$ cat src/rtl/ibex_l2_rf_access_ctrl.sv
// Serialises one write-back / operand-A / operand-B bundle per instruction onto the
// single L2 register-file port, stalling ID until both operands are returned together.
//   state | meaning
//   IDLE  | ready for a bundle
//   WR    | write-back driven onto L2
//   RD_A  | operand A read from L2
//   RD_B  | operand B read from L2
//   RESP  | operands presented, resp_valid_o pulse
module ibex_l2_rf_access_ctrl #(
    parameter int unsigned DataWidth = 32,
    parameter int unsigned L1Base    = 12,
    parameter int unsigned L1Num     = 4,
    parameter int unsigned CntWidth  = 16
) (
    input  logic                 clk_i,
    input  logic                 rst_ni,
    input  logic                 req_valid_i,
    output logic                 req_ready_o,
    input  logic                 wr_en_i,
    input  logic [4:0]           wr_addr_i,
    input  logic [DataWidth-1:0] wr_data_i,
    input  logic                 rd_a_en_i,
    input  logic [4:0]           rd_a_addr_i,
    input  logic                 rd_b_en_i,
    input  logic [4:0]           rd_b_addr_i,
    input  logic                 flush_i,
    output logic [4:0]           l2_addr_o,
    output logic                 l2_we_o,
    output logic [DataWidth-1:0] l2_wdata_o,
    input  logic [DataWidth-1:0] l2_rdata_i,
    output logic                 resp_valid_o,
    output logic [DataWidth-1:0] rdata_a_o,
    output logic [DataWidth-1:0] rdata_b_o,
    output logic                 stall_o,
    output logic [CntWidth-1:0]  stall_cnt_o
);

    typedef enum logic [2:0] {
        IDLE = 3'd0,
        WR   = 3'd1,
        RD_A = 3'd2,
        RD_B = 3'd3,
        RESP = 3'd4
    } state_e;

    state_e r_state;
    state_e w_state_nxt;

    logic                 r_wr_need;
    logic                 r_a_need;
    logic                 r_b_need;
    logic                 r_b_dup;
    logic [4:0]           r_wr_addr;
    logic [4:0]           r_a_addr;
    logic [4:0]           r_b_addr;
    logic [DataWidth-1:0] r_wr_data;
    logic [DataWidth-1:0] r_buf_a;
    logic [DataWidth-1:0] r_buf_b;
    logic [CntWidth-1:0]  r_stall_cnt;

    logic w_accept;
    logic w_wr_need;
    logic w_a_need;
    logic w_b_raw;
    logic w_b_dup;
    logic w_b_need;

    // x0 and the L1-resident window never reach L2.
    function automatic logic f_needed(input logic en, input logic [4:0] addr);
        logic [31:0] a32;
        a32 = {27'd0, addr};
        return en && (addr != 5'd0) && !((a32 >= L1Base) && (a32 < (L1Base + L1Num)));
    endfunction

    assign w_accept  = req_valid_i && !flush_i && (r_state == IDLE);
    assign w_wr_need = f_needed(wr_en_i, wr_addr_i);
    assign w_a_need  = f_needed(rd_a_en_i, rd_a_addr_i);
    assign w_b_raw   = f_needed(rd_b_en_i, rd_b_addr_i);
    assign w_b_dup   = w_a_need && w_b_raw && (rd_a_addr_i == rd_b_addr_i);
    assign w_b_need  = w_b_raw && !w_b_dup;

    always_ff @(posedge clk_i or negedge rst_ni) begin
        if (!rst_ni) begin
            r_state     <= IDLE;
            r_wr_need   <= 1'b0;
            r_a_need    <= 1'b0;
            r_b_need    <= 1'b0;
            r_b_dup     <= 1'b0;
            r_wr_addr   <= 5'd0;
            r_a_addr    <= 5'd0;
            r_b_addr    <= 5'd0;
            r_wr_data   <= '0;
            r_buf_a     <= '0;
            r_buf_b     <= '0;
            r_stall_cnt <= '0;
        end else begin
            r_state <= w_state_nxt;
            if (w_accept) begin
                r_wr_need <= w_wr_need;
                r_a_need  <= w_a_need;
                r_b_need  <= w_b_need;
                r_b_dup   <= w_b_dup;
                r_wr_addr <= wr_addr_i;
                r_a_addr  <= rd_a_addr_i;
                r_b_addr  <= rd_b_addr_i;
                r_wr_data <= wr_data_i;
                r_buf_a   <= '0;
                r_buf_b   <= '0;
            end
            if (r_state == RD_A) begin
                r_buf_a <= l2_rdata_i;
                if (r_b_dup) begin
                    r_buf_b <= l2_rdata_i;
                end
            end
            if (r_state == RD_B) begin
                r_buf_b <= l2_rdata_i;
            end
            if (stall_o && (r_stall_cnt != {CntWidth{1'b1}})) begin
                r_stall_cnt <= r_stall_cnt + CntWidth'(1);
            end
        end
    end

    always_comb begin
        w_state_nxt  = r_state;
        req_ready_o  = 1'b0;
        l2_we_o      = 1'b0;
        l2_addr_o    = 5'd0;
        l2_wdata_o   = '0;
        resp_valid_o = 1'b0;
        stall_o      = 1'b0;
        case (r_state)
            IDLE: begin
                req_ready_o = 1'b1;
                if (w_accept) begin
                    if (w_wr_need)     w_state_nxt = WR;
                    else if (w_a_need) w_state_nxt = RD_A;
                    else if (w_b_need) w_state_nxt = RD_B;
                    else               w_state_nxt = RESP;
                end
            end
            WR: begin
                stall_o    = 1'b1;
                l2_we_o    = 1'b1;
                l2_addr_o  = r_wr_addr;
                l2_wdata_o = r_wr_data;
                if (r_a_need)      w_state_nxt = RD_A;
                else if (r_b_need) w_state_nxt = RD_B;
                else               w_state_nxt = RESP;
            end
            RD_A: begin
                stall_o     = 1'b1;
                l2_addr_o   = r_a_addr;
                w_state_nxt = r_b_need ? RD_B : RESP;
            end
            RD_B: begin
                stall_o     = 1'b1;
                l2_addr_o   = r_b_addr;
                w_state_nxt = RESP;
            end
            RESP: begin
                resp_valid_o = 1'b1;
                w_state_nxt  = IDLE;
            end
            default: w_state_nxt = IDLE;
        endcase
        // A flush in WR still lets the write commit since l2_we_o is left as is.
        if (flush_i) begin
            w_state_nxt  = IDLE;
            resp_valid_o = 1'b0;
        end
    end

    assign rdata_a_o   = r_buf_a;
    assign rdata_b_o   = r_buf_b;
    assign stall_cnt_o = r_stall_cnt;

endmodule
$ cat config.mk
export PLATFORM = sky130hd
export DESIGN_NAME = ibex_l2_rf_access_ctrl
export DESIGN_NICKNAME = d
export VERILOG_FILES = /design/src/rtl/ibex_l2_rf_access_ctrl.sv
export SDC_FILE = /design/constraint.sdc
export NUM_CORES = 1
export LEC_CHECK = 0
export ABC_AREA = 1
export BUFFER_PORTS_ARGS = -buffer_cell sky130_fd_sc_hd__buf_2
export CORE_ASPECT_RATIO = 1.25
export CORE_UTILIZATION = 45
export CTS_CLUSTER_SIZE = 28
export DETAILED_ROUTE_END_ITERATION = 12
export GPL_ROUTABILITY_DRIVEN = 0
export GPL_TIMING_DRIVEN = 0
export PLACE_DENSITY = 0.73
export SLEW_MARGIN = 25
export SYNTH_ARGS = -nofsm -noshare
export SYNTH_HDL_FRONTEND = slang
export SYNTH_SLANG_ARGS = --single-unit
$ cat constraint.sdc
create_clock -name clk_i -period 4.5 [get_ports clk_i]
set_input_delay 0.9 -clock clk_i [delete_from_list [all_inputs] [get_ports clk_i]]
set_output_delay 0.9 -clock clk_i [all_outputs]
set_load 0.1 [all_outputs]
==> results.toml, run 1 <==
[outcome]
status = "finished, final reports clean"

[cts]
h-tree-depth = 4
cts_root_buf = "clkbuf_16"
cts.path.max_buffers = 2
numCtsBuffers = 17
cts_setup_buffers = 0
cts_sinks = 133
path_clk_slew_ns = 0.06
hold_buffers = 0
cts-resized-gates = 0
clock_latency_ns = 0.42
cts_tree = "yes"

[sta]
relSlewSlack_pct = 66.15
rsz0062_at_grt = "no"
fmax_mhz = 308.7
period_needed_ns = 3.240
period_share_pct = 71.99
worst_pin_slew_ns = 0.5113
finalSetupViolations = 0
tns_ns = 0
finalMaxSlewViolations = 0
hold_viol = 0
skew_ns = 0.01121

[global_route]
grt_max_degree = 74
grt_pass1_wl_um = 24710
grt_pass1_vias = 5032
track_usage_pct = 23.20
antenna_found_initial = 0
overflow = 0

[worst_setup_path]
rrSetupSlack_ns = 2.81
cp-start-kind = "flop"
crit_fanout = 10
r2r.worst_path.cells = 8
rr_startpoint = "stall_cnt_o[0]"
end_kind = "output pin"
r2r_end = "stall_cnt_o[10]"
cp.required_ns = 3.60
cp.arrival_ns = 2.34
worstSetupPathType = "flop to output pin"

[synth]
async_flop_share_pct = 100.0
avgSynthCellArea_um2 = 8.683
synth_top_cells_by_count = "133 x dfrtp_1, 124 x nand2_1, 100 x o21ai_0, 86 x inv_1, 77 x nand3_1"
ys_types = 29
yosysTopAreaCell = "dfrtp_1"
synth_area_um2 = 5878
ys_warn_count = 0
syn_inst = 677
synth_area_leaders = "dfrtp_1 57%, o21ai_0 8.5%, nand2_1 7.9%"
ys_ff_latch = 133
yosys.area.top_type_share_pct = 56.62
synth.most_common_cell = "dfrtp_1"
synthFlopType = "dfrtp_1"
ys_seq_area_share_pct = 56.62
syn_nets = 764
synth_edf_count = 0

[worst_hold_path]
hp-class = "primary input to asynchronous set/reset pin"

[floorplan]
initial_utilization_pct = 46.21
row_count = 46
die_area_um2 = 13530
die_w_um = 104.2
die-height_um = 129.8
coreArea_um2 = 12720
num_io_pins = 207

[cells_and_area]
fin_nets = 990
drive_gt1_share_pct = 30.46
diodes = 0
utilization_pct = 60.66
area_growth_pct = 31.27

[drt]
routedWlPerCell_um = 13.68
drtIter0Drc = 249
drcViolationCount = 0
dr.pass1.iters = 4
vias = 5243
antenna_left = 0
drt_wl_total_um = 14830
routed_via_density = 4.837

[pwr]
power_density_nw_per_um2 = 647.8
total_power_uw = 4998
p_leak_uw = 0.004269
ir_drop_uv = 497.3

[run]
maxCapViolCount = 0

[placed_design]
hpwl_um = 10850
io_buffer_count = 206
==> through the flow <==
step                      cell area, µm²  std cells  setup slack, ns  hold WS, ns
after floorplan                     5878        677           0.5543       0.4492
after global placement              7119       1051           0.7116       0.4639
after detailed placement            7157       1052            1.695       0.4665
after CTS                           7716       1084            1.235       0.4212
after global routing                7716       1084            1.151       0.4273
final                               7716       1084            1.260       0.4017
==> worst max-delay path, cell delays in order, from the launching register on <==
cell	delay, ns
dfrtp_1	0.49
inv_2	0.10
nor3_4	0.37
inv_2	0.16
buf_2	0.22
nor2_1	0.14
buf_2	0.44
==> kinds of logic (layout without fill, tap and decap cells) <==
logic type	Yosys count	count (layout)	share of synthesized area, %
adder cells (fa/ha/maj)	1	1	0.2128
AND/OR/NAND/NOR	277	277	20.41
buffers and inverters	126	365	9.259
AO/OA/AOI/OAI	120	120	10.52
XOR/XNOR	20	20	2.980
flip-flops	133	133	56.62
==> flip-flops by register name, summed over array words and instances, names as in the netlist <==
signal and flops:
rdata_a_o 32, r_wr_addr 5, stall_cnt_o 16, r_a_need 1, r_wr_data 32, r_b_dup 1, r_b_addr 5, rdata_b_o 32
r_b_need 1, r_a_addr 5, r_state 3
==> cell type report <==
type / count / area [µm²]
plain buffers: 34 / 198.9
clock buffers: 17 / 425.4
clock inverters: 15 / 133.9
fillers: 1195 / 5004
inverters: 92 / 345.3
multi-input cells: 418 / 2006
flip-flops and latches: 133 / 3328
well taps: 168 / 210.2
repair buffers: 207 / 1069
==> layer usage <==
metal  track usage (%)  part of all wire [%]
met5                 0                     0
met4             7.899                   1.4
met3             7.243                   6.8
met2             38.43                    49
met1             29.04                    43
==> cells in the final DEF (no fill, tap or decap), types with 6 or more instances in the layout <==
| cell | synthesis | routed |
|---|---|---|
| o21ai_1 | 8 | 8 |
| o21ai_0 | 100 | 100 |
| inv_6 | 0 | 7 |
| clkbuf_16 | 0 | 17 |
| inv_1 | 86 | 86 |
| nor2_1 | 60 | 60 |
| dfrtp_1 | 133 | 133 |
| inv_2 | 6 | 6 |
| nand3_1 | 77 | 77 |
| xor2_1 | 11 | 11 |
| nand2_1 | 124 | 124 |
| clkbuf_1 | 6 | 6 |
| buf_2 | 12 | 217 |
| buf_4 | 6 | 6 |
| xnor2_1 | 9 | 9 |
==> how the worst max path moves through the flow <==
stage | slack, ns | end | depth (start not counted) | startpoint
floorplan | 0.55 | l2_wdata_o[10] | 5 | r_state[0]
global placement | 0.71 | rdata_a_o[13] | 1 | rst_ni
detailed placement | 1.69 | l2_wdata_o[30] | 6 | r_state[0]
CTS | 1.23 | l2_wdata_o[30] | 6 | r_state[0]
global route | 1.15 | l2_wdata_o[30] | 6 | r_state[0]
finish | 1.26 | l2_wdata_o[30] | 6 | r_state[0]
==> power by group <==
| group | internal [µW] | switching [µW] | total, µW | leakage (µW) |
|---|---|---|---|---|
| clock | 727 | 580 | 1310 | 0.000270 |
| sequential | 1470 | 145 | 1610 | 0.00175 |
| combinational | 338 | 1740 | 2080 | 0.00225 |
Note: power is estimated with default switching activity, not from simulation.
==> inputs of run 2 (changes only) <==
Settings changed: ABC_AREA 1 to 0, PLACE_DENSITY 0.73 to 0.76.
Clock period 4.5 ns to 2.8 ns, I/O delays scaled along.
==> run 2 against run 1 <==
Compared with the run above: core utilization is 3.1 points higher; power grew 97%; die area is 0.84% higher; clock skew is 0.0016 ns lower; critical path type unchanged; largest cell class unchanged.
==> results.toml, run 2 <==
[synth]
synth_compound_area_share_pct = 9.624
ys_types = 47
synthMuxAreaShare_pct = 1.710
synth_area_um2 = 5928
yosys.area.top_type_share_pct = 56.14
synthFlopType = "dfrtp_1"
synthAdderAreaFrac_pct = 0.2111
synth_top_cells_by_count = "280 x nand2_1, 133 x dfrtp_1, 66 x o21ai_0, 36 x and2_1, 23 x clkbuf_1"
synthSimpleGateAreaFrac_pct = 27.54
synth.most_common_cell = "nand2_1"
avgSynthCellArea_um2 = 8.955
synth_edf_count = 0
async_flop_share_pct = 100.0
syn_nets = 749
synth-xor-area-share_pct = 1.921
syn_inst = 662
ys_ff_latch = 133
ys_warn_count = 0
yosysTopAreaCell = "dfrtp_1"
synth_area_leaders = "dfrtp_1 56%, nand2_1 18%, o21ai_0 5.6%"
ys_seq_area_share_pct = 56.14
synth_top_family_by_area = "simple AND/OR/NAND/NOR gates"

[global_route]
antenna_found_initial = 0
grt_pass1_wl_um = 25230
grt_pass1_vias = 5098
overflow = 0
grt_max_degree = 82
track_usage_pct = 23.48

[placed_design]
hpwl_um = 10930
io_buffer_count = 206
place_area_um2 = 7246
place_ws_ns = 0.04908

[sta]
skew_ns = 0.009615
hold_viol = 0
finalMaxSlewViolations = 0
worst_pin_slew_ns = 0.6022
period_share_pct = 95.45
worst_slack_ns = 0.1273
fmax_mhz = 374.2
finalSetupViolations = 0
period_needed_ns = 2.673
relSlewSlack_pct = 59.68
rsz0062_at_grt = "no"

[pwr]
power_density_nw_per_um2 = 1206
p_leak_uw = 0.004190
total_power_uw = 9830
ir_drop_uv = 646.4

[worst_setup_path]
cp.required_ns = 2.24
slowest_stage = "dfrtp_1"
critPathTopFamily = "buffers and inverters"
path_cells = "buf_2 > nor3b_4 > buf_4 > clkbuf_2 > and2_1 > buf_4"
crit_fanout = 10
cp.arrival_ns = 2.11
path_common_cell = "buf_4"
worstSetupPathType = "flop to output pin"
end_kind = "output pin"
cpPeakStageDelay_ns = 0.44
cp-start-kind = "flop"
cp_num_buf_inv = 4

[cts]
clock_latency_ns = 0.41
hold_buffers = 0
cts_tree = "yes"
h-tree-depth = 4
numCtsBuffers = 17
cts_root_buf = "clkbuf_16"
cts_sinks = 133
path_clk_slew_ns = 0.06
cts.path.max_buffers = 2

[floorplan]
die_w_um = 104.7
coreArea_um2 = 12780
initial_utilization_pct = 46.40
die-height_um = 130.3
row_count = 46
num_io_pins = 207
die_area_um2 = 13640

[drt]
drtIter0Drc = 270
dr.pass1.iters = 6
routed_via_density = 5.023
routedWlPerCell_um = 14.70
drt_wl_total_um = 15730
antenna_left = 0
vias = 5375
drt-met1-wl_um = 6600
met2_length_um = 7921
wl_met3_um = 826
drcViolationCount = 0
highest_layer = "met4"

[cells_and_area]
fin_area_um2 = 8152
n_fill_cell = 1094
diodes = 0
layout_commonest_cell = "nand2_1"
fin_nets = 976
layout_common_cells = "280 x nand2_1, 182 x buf_2, 131 x dfrtp_1"
area_growth_pct = 37.51
drive_gt1_share_pct = 32.04

[worst_hold_path]
hp-class = "primary input to asynchronous set/reset pin"

[outcome]
status = "finished, final reports clean"

[run]
maxCapViolCount = 0
run 2: per-stage QoR:
step | hold WS (ns) | cells | TNS, ns | util (%)
after global routing | 0.07204 | 1070 | 0 | 63.80
after floorplan | 0.2644 | 662 | 0 | -
after global placement | 0.4483 | 1036 | -85.50 | 56.41
after CTS | 0.06082 | 1070 | 0 | 62.89
final | 0.04611 | 1070 | 0 | 63.80
after detailed placement | 0.4542 | 1037 | 0 | 56.71
run 2: worst paths after layout:
kind / startpoint / end / slack, ns / cells after the start
worst max-delay path: r_state[2] / l2_wdata_o[21] / 0.13 / 6
worst min-delay path: rst_ni / r_wr_addr[0] / 0.05 / 1
worst max register to register: stall_cnt_o[0] / stall_cnt_o[1] / 0.92 / 5
worst min register to register: r_wr_data[21] / r_wr_data[21] / 0.46 / 2
max in group asynchronous: rst_ni / rdata_a_o[7] / 2.02 / 2
min in group clk_i: wr_data_i[14] / r_wr_data[14] / 0.33 / 3
run 2: what timing repair did:
action                     4_1_cts  5_1_grt
setup endpoints to repair       38       35
buffers inserted                 1        0
gates cloned                     0        0
gates resized for setup         38       34
run 2: cell families (layout without fill, tap and decap cells):
| family | after synthesis | in the layout |
|---|---|---|
| compound gates | 98 | 98 |
| xor+xnor | 13 | 13 |
| fa+ha+maj | 1 | 1 |
| buf+inv | 40 | 280 |
| flops | 133 | 133 |
| mux | 9 | 9 |
| simple gates | 368 | 368 |
run 2: cell type report:
cell class | count | area (µm²) | share of cell area, %
Tap cell | 168 | 210.2 | 2.579
Buffer | 39 | 170.2 | 2.087
Timing Repair Buffer | 208 | 1272 | 15.61
Multi-Input combinational cell | 489 | 2479 | 30.41
Clock inverter | 10 | 191.4 | 2.348
Sequential cell | 133 | 3331 | 40.86
Inverter | 1 | 3.754 | 0.04605
Clock buffer | 22 | 494.2 | 6.063
run 2: metal layers:
layer | GRT usage, % | up-vias
met2 | 38.61 | 178
met4 | 10.69 | 0
met1 | 29.89 | 2536
met3 | 5.295 | 25
li1 | - | 2636
met5 | 0 | -
run 2: where the power goes:
group	total (µW)	leakage (µW)	internal (µW)	switching (µW)
sequential	2850	0.00174	2500	347
combinational	4430	0.00212	865	3570
clock	2550	0.000329	1710	846
